$ cat config.mk
export PLATFORM = sky130hd
export DESIGN_NAME = bcd_display_mux_flat
export DESIGN_NICKNAME = d
export VERILOG_FILES = /design/src/rtl/bcd_display_mux_if.sv /design/src/rtl/bcd_display_mux.sv /design/src/flat_wrapper.sv
export SDC_FILE = /design/constraint.sdc
export NUM_CORES = 1
export LEC_CHECK = 0
export CAP_MARGIN = 15
export CORE_ASPECT_RATIO = 1.5
export CORE_MARGIN = 4
export CORE_UTILIZATION = 55
export DETAILED_ROUTE_END_ITERATION = 10
export GPL_TIMING_DRIVEN = 1
export PLACE_DENSITY = 0.88
export SLEW_MARGIN = 20
export SYNTH_ARGS = -nofsm -noshare
export SYNTH_HDL_FRONTEND = slang
export SYNTH_SLANG_ARGS = --single-unit
$ cat constraint.sdc
create_clock -name clk -period 2.45 [get_ports clk]
set_input_delay 0.3675 -clock clk [delete_from_list [all_inputs] [get_ports clk]]
set_output_delay 0.3675 -clock clk [all_outputs]
set_load 0.005 [all_outputs]
$ cat src/rtl/bcd_display_mux_if.sv
// Signal bundle between the BCD converter and the display multiplexer.
// The converter side holds the master modport; the display stage holds the slave modport.
interface bcd_display_mux_if;
    logic       load;
    logic [7:0] bcd_in;
    logic [6:0] seg;
    logic [1:0] an;
    logic       frame_tick;

    modport master (output load, bcd_in, input seg, an, frame_tick);
    modport slave  (input load, bcd_in, output seg, an, frame_tick);
endinterface

$ cat src/rtl/bcd_display_mux.sv
// Captures a packed 2-digit BCD word and time-multiplexes it onto a common-anode 7-segment
// display with dead time between digits. Define LEADING_ZERO_BLANK_EN to blank a zero tens digit.
module bcd_display_mux #(
    parameter int REFRESH_DIV    = 4,
    parameter int BLANK_CYCLES   = 1,
    parameter int SEG_ACTIVE_LOW = 1
) (
    input  logic             clk,
    input  logic             rst_n,
    bcd_display_mux_if.slave bus
);
    localparam int CNT_MAX = (REFRESH_DIV > BLANK_CYCLES) ? REFRESH_DIV : BLANK_CYCLES;
    localparam int CNT_W   = $clog2(CNT_MAX + 1);
    localparam logic [CNT_W-1:0] DIGIT_LAST = CNT_W'(REFRESH_DIV - 1);
    localparam logic [CNT_W-1:0] GAP_LAST   = CNT_W'((BLANK_CYCLES > 0) ? BLANK_CYCLES - 1 : 0);
    localparam logic [CNT_W-1:0] CNT_ONE    = CNT_W'(1);
    localparam logic [6:0]       SEG_OFF    = (SEG_ACTIVE_LOW != 0) ? 7'h7F : 7'h00;
    localparam bit               HAS_GAP    = (BLANK_CYCLES > 0);

    typedef enum logic [1:0] {S_UNITS, S_GAP0, S_TENS, S_GAP1} state_t;

    state_t           state, stateNext;
    logic [CNT_W-1:0] cnt, cntNext;
    logic [7:0]       shadow, disp, dispSel;
    logic             unitsEntry;
    logic [1:0]       anD, anQ;
    logic [6:0]       segD, segQ;
    logic             frameTickQ;

    function automatic logic [6:0] decodeDigit(input logic [3:0] nib);
        logic [6:0] segs;
        case (nib)
            4'd0:    segs = 7'h3F;
            4'd1:    segs = 7'h06;
            4'd2:    segs = 7'h5B;
            4'd3:    segs = 7'h4F;
            4'd4:    segs = 7'h66;
            4'd5:    segs = 7'h6D;
            4'd6:    segs = 7'h7D;
            4'd7:    segs = 7'h07;
            4'd8:    segs = 7'h7F;
            4'd9:    segs = 7'h6F;
            default: segs = 7'h40;
        endcase
        return segs;
    endfunction

    function automatic logic [6:0] applyPolarity(input logic [6:0] segs);
        return (SEG_ACTIVE_LOW != 0) ? ~segs : segs;
    endfunction

    always_ff @(posedge clk or negedge rst_n) begin
        if (!rst_n) begin
            state <= S_UNITS;
            cnt   <= '0;
        end else begin
            state <= stateNext;
            cnt   <= cntNext;
        end
    end

    always_comb begin
        stateNext = state;
        case (state)
            S_UNITS: if (cnt == DIGIT_LAST) stateNext = HAS_GAP ? S_GAP0 : S_TENS;
            S_GAP0:  if (cnt == GAP_LAST)   stateNext = S_TENS;
            S_TENS:  if (cnt == DIGIT_LAST) stateNext = HAS_GAP ? S_GAP1 : S_UNITS;
            S_GAP1:  if (cnt == GAP_LAST)   stateNext = S_UNITS;
            default:                        stateNext = S_UNITS;
        endcase
        cntNext = (stateNext != state) ? '0 : cnt + CNT_ONE;
    end

    // The first S_UNITS cycle latches the frame value; a same-cycle load bypasses the shadow.
    assign unitsEntry = (state == S_UNITS) && (cnt == '0);
    assign dispSel    = unitsEntry ? (bus.load ? bus.bcd_in : shadow) : disp;

    always_ff @(posedge clk or negedge rst_n) begin
        if (!rst_n) begin
            shadow <= 8'h00;
            disp   <= 8'h00;
        end else begin
            if (bus.load) shadow <= bus.bcd_in;
            if (unitsEntry) disp <= dispSel;
        end
    end

    always_comb begin
        anD  = 2'b11;
        segD = SEG_OFF;
        case (state)
            S_UNITS: begin
                anD  = 2'b10;
                segD = applyPolarity(decodeDigit(dispSel[3:0]));
            end
            S_TENS: begin
`ifdef LEADING_ZERO_BLANK_EN
                if (dispSel[7:4] != 4'd0) begin
                    anD  = 2'b01;
                    segD = applyPolarity(decodeDigit(dispSel[7:4]));
                end
`else
                anD  = 2'b01;
                segD = applyPolarity(decodeDigit(dispSel[7:4]));
`endif
            end
            default: begin
                anD  = 2'b11;
                segD = SEG_OFF;
            end
        endcase
    end

    // Output register: pins lag the FSM by one cycle and never glitch.
    always_ff @(posedge clk or negedge rst_n) begin
        if (!rst_n) begin
            anQ        <= 2'b11;
            segQ       <= SEG_OFF;
            frameTickQ <= 1'b0;
        end else begin
            anQ        <= anD;
            segQ       <= segD;
            frameTickQ <= unitsEntry;
        end
    end

    assign bus.an         = anQ;
    assign bus.seg        = segQ;
    assign bus.frame_tick = frameTickQ;
endmodule

$ cat src/flat_wrapper.sv
// flat-port wrapper written by rule: the top's interface ports become plain ports
module bcd_display_mux_flat 
#(
    parameter int REFRESH_DIV    = 4,
    parameter int BLANK_CYCLES   = 1,
    parameter int SEG_ACTIVE_LOW = 1
)
  (clk, rst_n, bus_load, bus_bcd_in, bus_seg, bus_an, bus_frame_tick);
  bcd_display_mux_if bus_i ();
  input  logic clk;
  input  logic rst_n;
  input wire logic [$bits(bus_i.load)-1:0] bus_load;
  input wire logic [$bits(bus_i.bcd_in)-1:0] bus_bcd_in;
  output wire logic [$bits(bus_i.seg)-1:0] bus_seg;
  output wire logic [$bits(bus_i.an)-1:0] bus_an;
  output wire logic [$bits(bus_i.frame_tick)-1:0] bus_frame_tick;
  assign bus_i.load = bus_load;
  assign bus_i.bcd_in = bus_bcd_in;
  assign bus_seg = bus_i.seg;
  assign bus_an = bus_i.an;
  assign bus_frame_tick = bus_i.frame_tick;
  bcd_display_mux #(.REFRESH_DIV(REFRESH_DIV), .BLANK_CYCLES(BLANK_CYCLES), .SEG_ACTIVE_LOW(SEG_ACTIVE_LOW)) u_core (.clk(clk), .rst_n(rst_n), .bus(bus_i));
endmodule
==> results.ini <==
[clock_network]
clockBufferDepth=2
h-tree-depth=2
cts_hold_buf=0
cts_tree=done
clock_sinks=31
cts-buffers-inserted=5
clock_latency_ps=290
clk_pin_slew_ps=60
cts-root-buf=clkbuf_8

[hold_path]
hold_path_class=in -> async

[sta]
tightest_slew_ps=428.4
hold_viol_final=0
min_period_ps=2309
finalWorstSetupSlack_ps=141.5
max_freq_mhz=433.2
timing.final.crit_share_pct=94.22
final-setup-viol-count=0
relSlewSlack_pct=71.35
drv_slew=0
skew_ps=4.530

[finish]
nets=218
nFillCells=199
diodes=0
finalNonFillerCells=232
multi_input_area_um2=815.8
area_delta_synth_final_pct=24.10
register_area_um2=787.0
fin_util_pct=72.81
drive_above_1_share_pct=27.46

[power_and_ir_drop]
pwr-share-comb_pct=19.6
switching_share_pct=25.30
pwr-share-clk_pct=34.2
internal_power_uw=955.6
p_leak_nw=0.9780
powerDensity_nw_per_um2=591.0
seqPwrFrac_pct=46.2
power_switching_uw=323.6
ir_drop_mv=0.4603

[place]
dp_worst_setup_slack_ps=-67.64
place_hpwl_mm=2.748
dp.cells=222
place.gp.congestion=0.8330
io_buffers=20

[floorplan]
ios=21
die-area_um2=4155
die-width_um=53.98
start_util_pct=58.67
die_h_um=76.97
row_count=24
core-area_um2=2973

[worst_setup_path]
worst-setup-path-type=reg -> reg
reg2reg_depth=10
crit_start=u_core.cnt[0]
r2r-start=u_core.cnt[0]
cp.arrival_ps=2510
worstSetupEndpointType=flip-flop
cp.required_ps=2650
start_kind=flip-flop
critPathMaxFanout=3

[yosys]
ys_seq_area_share_pct=45.12
syn_area_um2=1744
synth.ff_latch_count=31
ys_types=39
synthCells=154
synth_nets=180
avgSynthCellArea_um2=11.33
yosys_warnings=0

[drt]
drt_wl_total_mm=3.694
antenna_left=0
viasPerCell=5.504
drc=0
avgRoutedWirePerCell_um=15.92
dr.pass1.iters=6
via_count=1277
drt_iter0_markers=53

[grt]
gr-total-overflow=0
grt_pass1_vias=1378
grt_pass1_wl_mm=6.244
grt_max_degree=32
grt_antenna_before_repair=0
gr-usage-all-layers_pct=20.96

[run_status]
outcome=completed

[flow_run]
max_cap_violations=0

registers in the layout (all words and copies together) (netlist names):
name / flops
u_core.state: 2
u_core.shadow: 8
u_core.cnt: 3
u_core.disp: 8
u_core.bus.frame_tick: 1
u_core.bus.an: 2
u_core.bus.seg: 7
area by class of cell:
type | count | area share, %
Sequential cell | 31 | 36.36
Timing Repair Buffer | 37 | 15.32
Tap cell | 39 | 2.254
Multi-Input combinational cell | 96 | 37.69
Inverter | 21 | 3.757
Clock buffer | 8 | 4.624
power groups by stage:
stage / Combinational, mW / Sequential, mW / Clock, mW
finish: 0.251 / 0.591 / 0.438
global placement: 0.232 / 0.595 / 0
detailed placement: 0.247 / 0.600 / 0
CTS: 0.250 / 0.591 / 0.455
global route: 0.278 / 0.596 / 0.481
floorplan: 0.133 / 0.595 / 0
metal layers:
layer	vias up	GRT usage, %	wire length (um)
met2	52	32.28	1829
met4	0	13.47	167
met5	-	0	0
met1	605	23.98	1450
li1	605	-	-
met3	15	6.783	245
Yosys cell counts, drive strengths merged:
cell type   n  area, um^2
ha         15       187.7
nor3        1       10.01
xnor2       1       8.760
a311oi      1       8.760
mux2       11       131.4
o22a        1       8.760
nor2       11       41.29
o21bai      1       7.510
dfstp       9       236.5
buf         6       63.81
mux2i       8       105.1
and3        1       6.260
o211ai      4       30.03
nand2b      1       6.260
a21oi       8       40.04
a21o        2       15.01
o311ai      1       8.760
o32ai       1       8.760
o21a        1       7.510
o21ba       1       10.01
o21ai       8       40.04
and2        1       8.760
nor4b       2       32.53
or2         1       6.260
inv        21       81.33
nor3b       1       7.510
o2111ai     1       8.760
dfrtp      22       550.5
nand3       3       15.01
nand2       6       22.52
a211oi      1       7.510
o32a        2       21.27
worst max-delay path, stage by stage, from the launching register on:
cell,delay (ps)
dfrtp_1,400
inv_1,70
ha_1,180
nor4b_4,240
buf_4,190
mux2_2,350
ha_1,190
mux2_2,270
o21ai_2,130
o32a_1,140
nand2_1,60
repair_timing:
| action | in CTS | in global routing |
|---|---|---|
| endpoints found under the hold margin | 0 | 0 |
| endpoints found under the setup margin | 2 | 3 |
| setup buffers | 2 | 0 |
| gates resized for setup | 0 | 4 |
worst paths after layout:
kind,to,slack (ps)
worst max-delay path,u_core.bus.seg[0],140
worst min-delay path,u_core.bus.frame_tick,470
worst max register to register,u_core.bus.seg[0],140
worst min register to register,u_core.cnt[0],470
max in group asynchronous,u_core.bus.seg[6],1660
min in group clk,u_core.cnt[0],470
placed cells by master, fill, tap and decap left out, types with 2 or more instances in the layout:
master	n
dfrtp_1	22
inv_1	20
clkdlybuf4s50_1	20
buf_4	16
ha_1	15
nor2_1	11
mux2_2	9
dfstp_2	9
a21oi_1	8
clkbuf_8	7
mux2i_1	6
nand2_1	6
o21ai_0	4
o211ai_1	4
o21ai_1	3
nand3_1	3
a21o_1	2
mux2_4	2
mux2i_4	2
logic make-up (layout without fill, tap and decap cells):
family	count (synthesis)	count (layout)	synth area share (%)
muxes	19	19	13.56
xor gates and xnor gates	1	1	0.5022
AOI/OAI and AO/OA	33	33	12.77
DFF	31	31	45.12
and+or+nand+nor	28	28	8.968
buffers and inverters	27	66	8.321
adders and majority gates	15	15	10.76
per-stage QoR:
step	power (mW)	instance area (um^2)	setup TNS, ps	hold slack, ps
after global placement	0.8274	2042	0	444.5
after global routing	1.354	2165	-3.918	489.7
after detailed placement	0.8461	2042	-71.70	460.9
after CTS	1.295	2157	0	468.9
final	1.279	2165	0	467.6
after floorplan	0.7277	1744	0	71.91
Note: power is estimated with default switching activity, not from simulation.
